## config.mk

```make
export PLATFORM = sky130hd
export DESIGN_NAME = dwnsmp_phase_sel
export DESIGN_NICKNAME = d
export VERILOG_FILES = /design/src/rtl/dwnsmp_phase_sel.sv
export SDC_FILE = /design/constraint.sdc
export NUM_CORES = 1
export LEC_CHECK = 0
export BUFFER_PORTS_ARGS = -buffer_cell sky130_fd_sc_hd__buf_2
export CORE_AREA = 4 4 152 125
export CTS_BUF_LIST = sky130_fd_sc_hd__clkbuf_8
export DETAILED_ROUTE_END_ITERATION = 12
export DIE_AREA = 0 0 156 129
export HOLD_SLACK_MARGIN = 0.02
export SKIP_CTS_REPAIR_TIMING = 1
export SLEW_MARGIN = 20
export SYNTH_ARGS = -nofsm -noshare
export SYNTH_HDL_FRONTEND = slang
export SYNTH_SLANG_ARGS = --single-unit
```

## constraint.sdc

```tcl
create_clock -name clock -period 9.82 [get_ports clock]
set_input_delay 1.964 -clock clock [delete_from_list [all_inputs] [get_ports clock]]
set_output_delay 1.964 -clock clock [all_outputs]
set_load 0.005 [all_outputs]
```

## src/rtl/dwnsmp_phase_sel.sv

```systemverilog
// Symbol-rate decimator with selectable sampling phase.
// Keeps one of every OS matched-filter samples, at either a manually chosen
// phase or the phase with the largest accumulated magnitude over a window of
// 2^LOG_WIN symbols. Emits the kept sample with a one-cycle strobe.
//
// Handshake: a sample is consumed on any rising edge where i_enable and
// i_valid are both high; there is no back-pressure. o_sync is high for exactly
// one clock after each kept sample, and o_dwnsmp holds its value between strobes.
module dwnsmp_phase_sel #(
    parameter int OS      = 4,
    parameter int NB_PH   = 2,
    parameter int NB_DATA = 10,
    parameter int LOG_WIN = 4
) (
    input  logic                      clock,
    input  logic                      i_reset,
    input  logic                      i_enable,
    input  logic                      i_valid,
    input  logic signed [NB_DATA-1:0] i_sample,
    input  logic        [NB_PH-1:0]   i_phase,
    input  logic                      i_auto,
    output logic signed [NB_DATA-1:0] o_dwnsmp,
    output logic                      o_sync,
    output logic        [NB_PH-1:0]   o_phase
);

    localparam int NB_ACC = NB_DATA + LOG_WIN;

    logic [NB_PH-1:0]   r_cnt;
    logic [NB_PH-1:0]   r_sel_phase;
    logic [NB_PH-1:0]   r_est_phase;
    logic [LOG_WIN-1:0] r_sym_cnt;
    logic [NB_ACC-1:0]  r_acc [OS];

    logic               w_adv;
    logic               w_boundary;
    logic               w_win_end;
    logic [NB_DATA-1:0] w_abs;
    logic [NB_ACC-1:0]  w_acc_next [OS];
    logic [NB_ACC-1:0]  w_best_val;
    logic [NB_PH-1:0]   w_best_idx;
    logic [NB_PH-1:0]   w_new_phase;

    // Qualifier, symbol boundary, magnitude, and next accumulator values.
    always_comb begin
        w_adv       = i_enable & i_valid;
        w_boundary  = w_adv & (r_cnt == NB_PH'(OS - 1));
        w_win_end   = w_boundary & (r_sym_cnt == {LOG_WIN{1'b1}});
        // Two's-complement negate read as unsigned: the most negative input
        // maps onto 2^(NB_DATA-1) exactly.
        w_abs       = i_sample[NB_DATA-1] ? ($unsigned(~i_sample) + 1'b1)
                                          : $unsigned(i_sample);
        w_new_phase = i_auto ? r_est_phase : i_phase;
        for (int k = 0; k < OS; k++) begin
            w_acc_next[k] = r_acc[k];
            if (w_adv && (r_cnt == NB_PH'(k))) begin
                w_acc_next[k] = r_acc[k] + NB_ACC'(w_abs);
            end
        end
    end

    // Argmax over the closing window; strict compare keeps the lowest index on ties.
    always_comb begin
        w_best_val = w_acc_next[0];
        w_best_idx = '0;
        for (int k = 1; k < OS; k++) begin
            if (w_acc_next[k] > w_best_val) begin
                w_best_val = w_acc_next[k];
                w_best_idx = NB_PH'(k);
            end
        end
    end

    // Sample counter, phase selection, and symbol counter.
    always_ff @(posedge clock) begin
        if (i_reset) begin
            r_cnt       <= '0;
            r_sel_phase <= '0;
            r_sym_cnt   <= '0;
        end else if (w_adv) begin
            r_cnt <= r_cnt + 1'b1;
            if (w_boundary) begin
                r_sel_phase <= w_new_phase;
                r_sym_cnt   <= r_sym_cnt + 1'b1;
            end
        end
    end

    // Energy accumulators and estimated phase; the window-end sample counts
    // toward the closing window only, then everything clears.
    always_ff @(posedge clock) begin
        if (i_reset) begin
            r_est_phase <= '0;
            for (int k = 0; k < OS; k++) begin
                r_acc[k] <= '0;
            end
        end else if (w_win_end) begin
            r_est_phase <= w_best_idx;
            for (int k = 0; k < OS; k++) begin
                r_acc[k] <= '0;
            end
        end else begin
            for (int k = 0; k < OS; k++) begin
                r_acc[k] <= w_acc_next[k];
            end
        end
    end

    // Decimated output register and strobe; the strobe drops whenever no
    // selected sample is consumed, including while disabled.
    always_ff @(posedge clock) begin
        if (i_reset) begin
            o_dwnsmp <= '0;
            o_sync   <= 1'b0;
        end else begin
            o_sync <= w_adv & (r_cnt == r_sel_phase);
            if (w_adv && (r_cnt == r_sel_phase)) begin
                o_dwnsmp <= i_sample;
            end
        end
    end

    assign o_phase = r_sel_phase;

endmodule
```

---- Word level (Yosys, flattened, before mapping) ----
Memories as Yosys holds them, arrays and structs flattened.
Index checks and enable logic that the tools add are counted.
storage, ports and cells
  bits in registers ....................... 21
  bits in latches ......................... 0
  RAM bits ................................ 56
  memory bits (read-only) ................. 0
  output and inout port bits .............. 13
  memories kept ........................... 1
memory list
  name   depth  bits a word  rd ports  clocked after memory_dff  write ports  line  RTL
  r_acc  4      14           4         0                         4            33    logic [NB_ACC-1:0] r_acc [OS];
operators by class
  $add $sub $neg .......................... 7
  multipliers ............................. 0
  divide/modulo/power cells ............... 0
  order comparisons ....................... 3
  equality and inequality tests ........... 5
  shift operators ......................... 0
  multiplexer cells ....................... 27
  bitwise logic cells ..................... 13
  reduce and logical (&&, ||, !) cells .... 7
operators by type and width
  operator                                                         number
  14-bit 2-to-1 mux                                                14
  14-bit by 10-bit adder with 14-bit output                        4
  14-bit greater-than comparator                                   3
  10-bit by 1-bit adder with 10-bit output, second input constant  1
  10-bit 2-to-1 mux                                                1
  10-bit inverter                                                  1
  1-bit 2-to-1 mux                                                 9
  1-bit bitwise OR                                                 8
  2-bit 2-to-1 mux                                                 3
  1-bit logical AND                                                5
  4-bit by 1-bit adder with 4-bit output, second input constant    1
  1-bit bitwise AND                                                4
  2-bit == test, second input constant                             2
  4-bit == test, second input constant                             1
  2-bit by 1-bit adder with 2-bit output, second input constant    1
  2-bit by 1-bit == test with 1-bit output, second input constant  1
  2-bit == test                                                    1
  2-bit zero test                                                  1
  2-bit AND reduction                                              1

---- Longest topological paths before layout ----
  word-level depth ........................ 11
  gate-level depth with buffers ........... 45

---- Worst setup path after synthesis ----
Ideal clock, no wire load.
  path type ............................... input to register
  from .................................... input i_sample[3]
  to ...................................... register r_est_phase[0]
  setup time .............................. 0.115 ns
  data arrival time ....................... 9.559 ns
  slack ................................... 0.147 ns
  stages .................................. 39
  path buffers ............................ 2
  cell sequence ........................... or4_1 > o31ai_1 > xnor2_1 > ha_1 > nand3_1 > or3_1 > and2_1 > o21ai_0 > a21oi_1 > and3b_1 > xnor2_1 > inv_1 > ha_1 > a31o_2 > a31o_2 > nand3_2 > buf_6 > mux2_2 > [3 not listed] > o21ai_0 > o211ai_1 > a221o_1 > a211oi_1 > nor3_1 > clkbuf_1 > o21a_1 > ha_1 > a21o_1 > a21o_1 > a21o_1 > a21o_1 > a221o_1 > a21oi_1 > inv_1 > a21oi_1 > o21ai_0 > o21a_1
RTL lines
  what                  line  RTL
  from (decl)           19    input logic signed [NB_DATA-1:0] i_sample,
  to (signal assigned)  98    r_est_phase <= w_best_idx;
  to (decl)             31    logic [NB_PH-1:0] r_est_phase;

==> results.sh <==
export IMPL_hold_path_class="flip-flop to flip-flop"
export IMPL_drtAntennaViolNets=0
export IMPL_ys_top_cells_by_area="edfxtp_1 18%, ha_1 16%, dfxtp_1 10%"
export IMPL_grt_usage_pct=18.9
export IMPL_synthCells=783
export IMPL_tritoncts="built"
export IMPL_yosysTopAreaCell="edfxtp_1"
export IMPL_setup_worst_path_class="input pin to flip-flop"
export IMPL_die_area_um2=20100
export IMPL_required_ns=10.11
export IMPL_maxSlewHeadroom_pct=34.0
export IMPL_cts_root_buf="clkbuf_8"
export IMPL_min_period_ns=9.40
export IMPL_worst_slew_pin_transition_ns=0.985
export IMPL_antenna_cells=0
export IMPL_synth_async_reset_ratio_pct=0
export IMPL_grt_use_met2_pct=27.2
export IMPL_core_um2=17300
export IMPL_avgSynthCellArea_um2=8.79
export IMPL_gr_total_overflow=0
export IMPL_cts_max_path_buffers=2
export IMPL_drt_total_wl_um=18600
export IMPL_grt_pass1_wl_um=29700
export IMPL_yosysWarningCount=0
export IMPL_crit_path_max_fanout=5
export IMPL_pre_cts_slack_ns=-0.124
export IMPL_dpl_hpwl_um=14800
export IMPL_antenna_found_initial=0
export IMPL_arrival_ns=9.68
export IMPL_ioPinCount=30
export IMPL_met3_usage_pct=4.88
export IMPL_io_buffers=29
export IMPL_yosys_top_cells_count="89 x ha_1, 84 x nor2_1, 67 x nand2_1"
export IMPL_drc=0
export IMPL_insertion_delay_ns=0.39
export IMPL_finalSetupViolCount=0
export IMPL_drtIter0Drc=370
export IMPL_gp_congestion=0.873
export IMPL_fin_crit_sh_pct=95.7
export IMPL_drive_gt1_share_pct=20.2
export IMPL_ir_drop_v=0.0000674
export IMPL_pwr_density_cell_nw_per_um2=125
export IMPL_cts_num_sinks=77
export IMPL_yosysSeqAreaShare_pct=28.5
export IMPL_start_kind="input pin"
export IMPL_cts_buffers=9
export IMPL_grtUsageMet1_pct=28.3
export IMPL_fp_row_count=43
export IMPL_nets=1035
export IMPL_worst_setup_path_end_kind="flip-flop"
export IMPL_leakage_nw=3.82
export IMPL_drt_pass1_iterations=4
export IMPL_grt_busiest_layer="met1"
export IMPL_hold_violations=0
export IMPL_fmax_mhz=106
export IMPL_vias=5984
export IMPL_netlist_area_leader_share_pct=18.3
export IMPL_cap_violations=0
export IMPL_synth_edff_count=42
export IMPL_die_h_um=129
export IMPL_rsz0062_at_grt="false"
export IMPL_crit_path_max_incr_delay_ns=0.63
export IMPL_layout_setup_ws_ns=0.423
export IMPL_vias_per_cell=5.18
export IMPL_tns_ns=0
export IMPL_clkTransAtPathRegs_ns=0.09
export IMPL_skew_ns=0.00977
export IMPL_slowest_stage="or4_1"
export IMPL_synthFlopType="edfxtp_1"
export IMPL_initial_core_util_pct=39.8
export IMPL_hold_slack_ns=0.489
export IMPL_status="finished, final reports clean"
export IMPL_h_tree_depth=3
export IMPL_yosysMostFrequentCell="ha_1"
export IMPL_post_drt_wl_per_cell_um=16.1
export IMPL_syn_area_um2=6880
export IMPL_die_w_um=156
export IMPL_ys_seq_elements=77
export IMPL_drv_slew=0
export IMPL_grt_pass1_vias=5603
export IMPL_grt_max_degree=40
export IMPL_syn_to_final_growth_pct=20.9
export IMPL_final_util_pct=48.2
export IMPL_yosysUniqueCellTypes=73
[per-stage QoR]
step	std cells	instance area (µm²)	total power, mW
floorplan	824	7030	0.636
global placement	1135	7970	0.777
detailed placement	1135	7970	0.780
CTS	1151	8160	1.03
global route	1155	8320	1.11
finish	1155	8320	1.04
[layout make-up]
type                       instances  area, µm²
clock buffer                       9        124
fill                            1637       8950
multi-input combinational        678       4940
timing repair buffer             113        776
sequential                        77       1960
tap                              225        282
inverter                          46        173
clock inverter                     7       61.3
[where the power goes]
group / leakage (nW) / switching, mW / internal (mW)
clock: 0.0993 / 0.151 / 0.0985
combinational: 3.00 / 0.223 / 0.202
sequential: 0.713 / 0.0109 / 0.357
total: 3.82 / 0.385 / 0.658
[routing by layer]
layer	up-vias	wire length [µm]
met5	-	0
met3	18	1070
met1	2776	9730
met2	118	7540
li1	3072	-
met4	0	287
[critical path: cells and delay by family]
| family | cells | cell delay [ns] |
|---|---|---|
| xor+xnor | 2 | 0.28 |
| compound gates | 20 | 3.88 |
| simple gates | 8 | 1.77 |
| mux | 1 | 0.37 |
| buf+inv | 3 | 0.23 |
| fa+ha+maj | 4 | 1.21 |
[placed cells by master, fill, tap and decap left out, drive strengths merged, types with 4 or more instances in the layout]
master,n
o31ai,5
mux2i,24
o21ai,40
o21a,12
dfxtp,35
fa,4
mux2,13
nor3,9
inv,53
nand3,14
or3,5
nor2,84
ha,89
or2,4
and2,22
clkbuf,9
nor3b,5
a21boi,4
xor2,25
o311ai,4
conb,42
buf,113
a31oi,4
xnor2,28
and3,11
o211ai,6
a21oi,52
nor4,7
edfxtp,42
a211oi,10
nand4,13
nand2b,11
nor2b,8
nand2,68
a21o,20
[path summary, 6_finish.rpt]
path | startpoint | to | slack [ns] | cells past startpoint
worst min register to register | r_sym_cnt[1]$_SDFFE_PP0P_ | r_sym_cnt[1]$_SDFFE_PP0P_ | 0.49 | 2
worst max register to register | r_acc[1][0]$_SDFFCE_PN0P_ | r_est_phase[0]$_SDFFE_PP0P_ | 2.44 | 39
worst max-delay path | i_sample[3] | r_est_phase[0]$_SDFFE_PP0P_ | 0.42 | 38
worst min-delay path | r_sym_cnt[1]$_SDFFE_PP0P_ | r_sym_cnt[1]$_SDFFE_PP0P_ | 0.49 | 2
[logic make-up (layout without fill, tap and decap cells)]
| family | count (synthesis) | after routing | synth area share [%] |
|---|---|---|---|
| other | 1 | 42 | 0.0545 |
| XOR/XNOR | 53 | 53 | 6.75 |
| flip-flops | 77 | 77 | 28.5 |
| multiplexers | 37 | 37 | 5.67 |
| AO/OA/AOI/OAI | 185 | 185 | 18.3 |
| AND/OR/NAND/NOR | 268 | 268 | 19.4 |
| adder cells (fa/ha/maj) | 93 | 93 | 17.4 |
| buffers and inverters | 69 | 175 | 3.98 |
[flip-flops by register name (all words and copies together) (netlist names)]
signal / flops
r_acc: 56
o_sync: 1
r_sym_cnt: 4
o_phase: 2
r_cnt: 2
r_est_phase: 2
o_dwnsmp: 10
No activity file was read; power rests on OpenSTA's default activity.
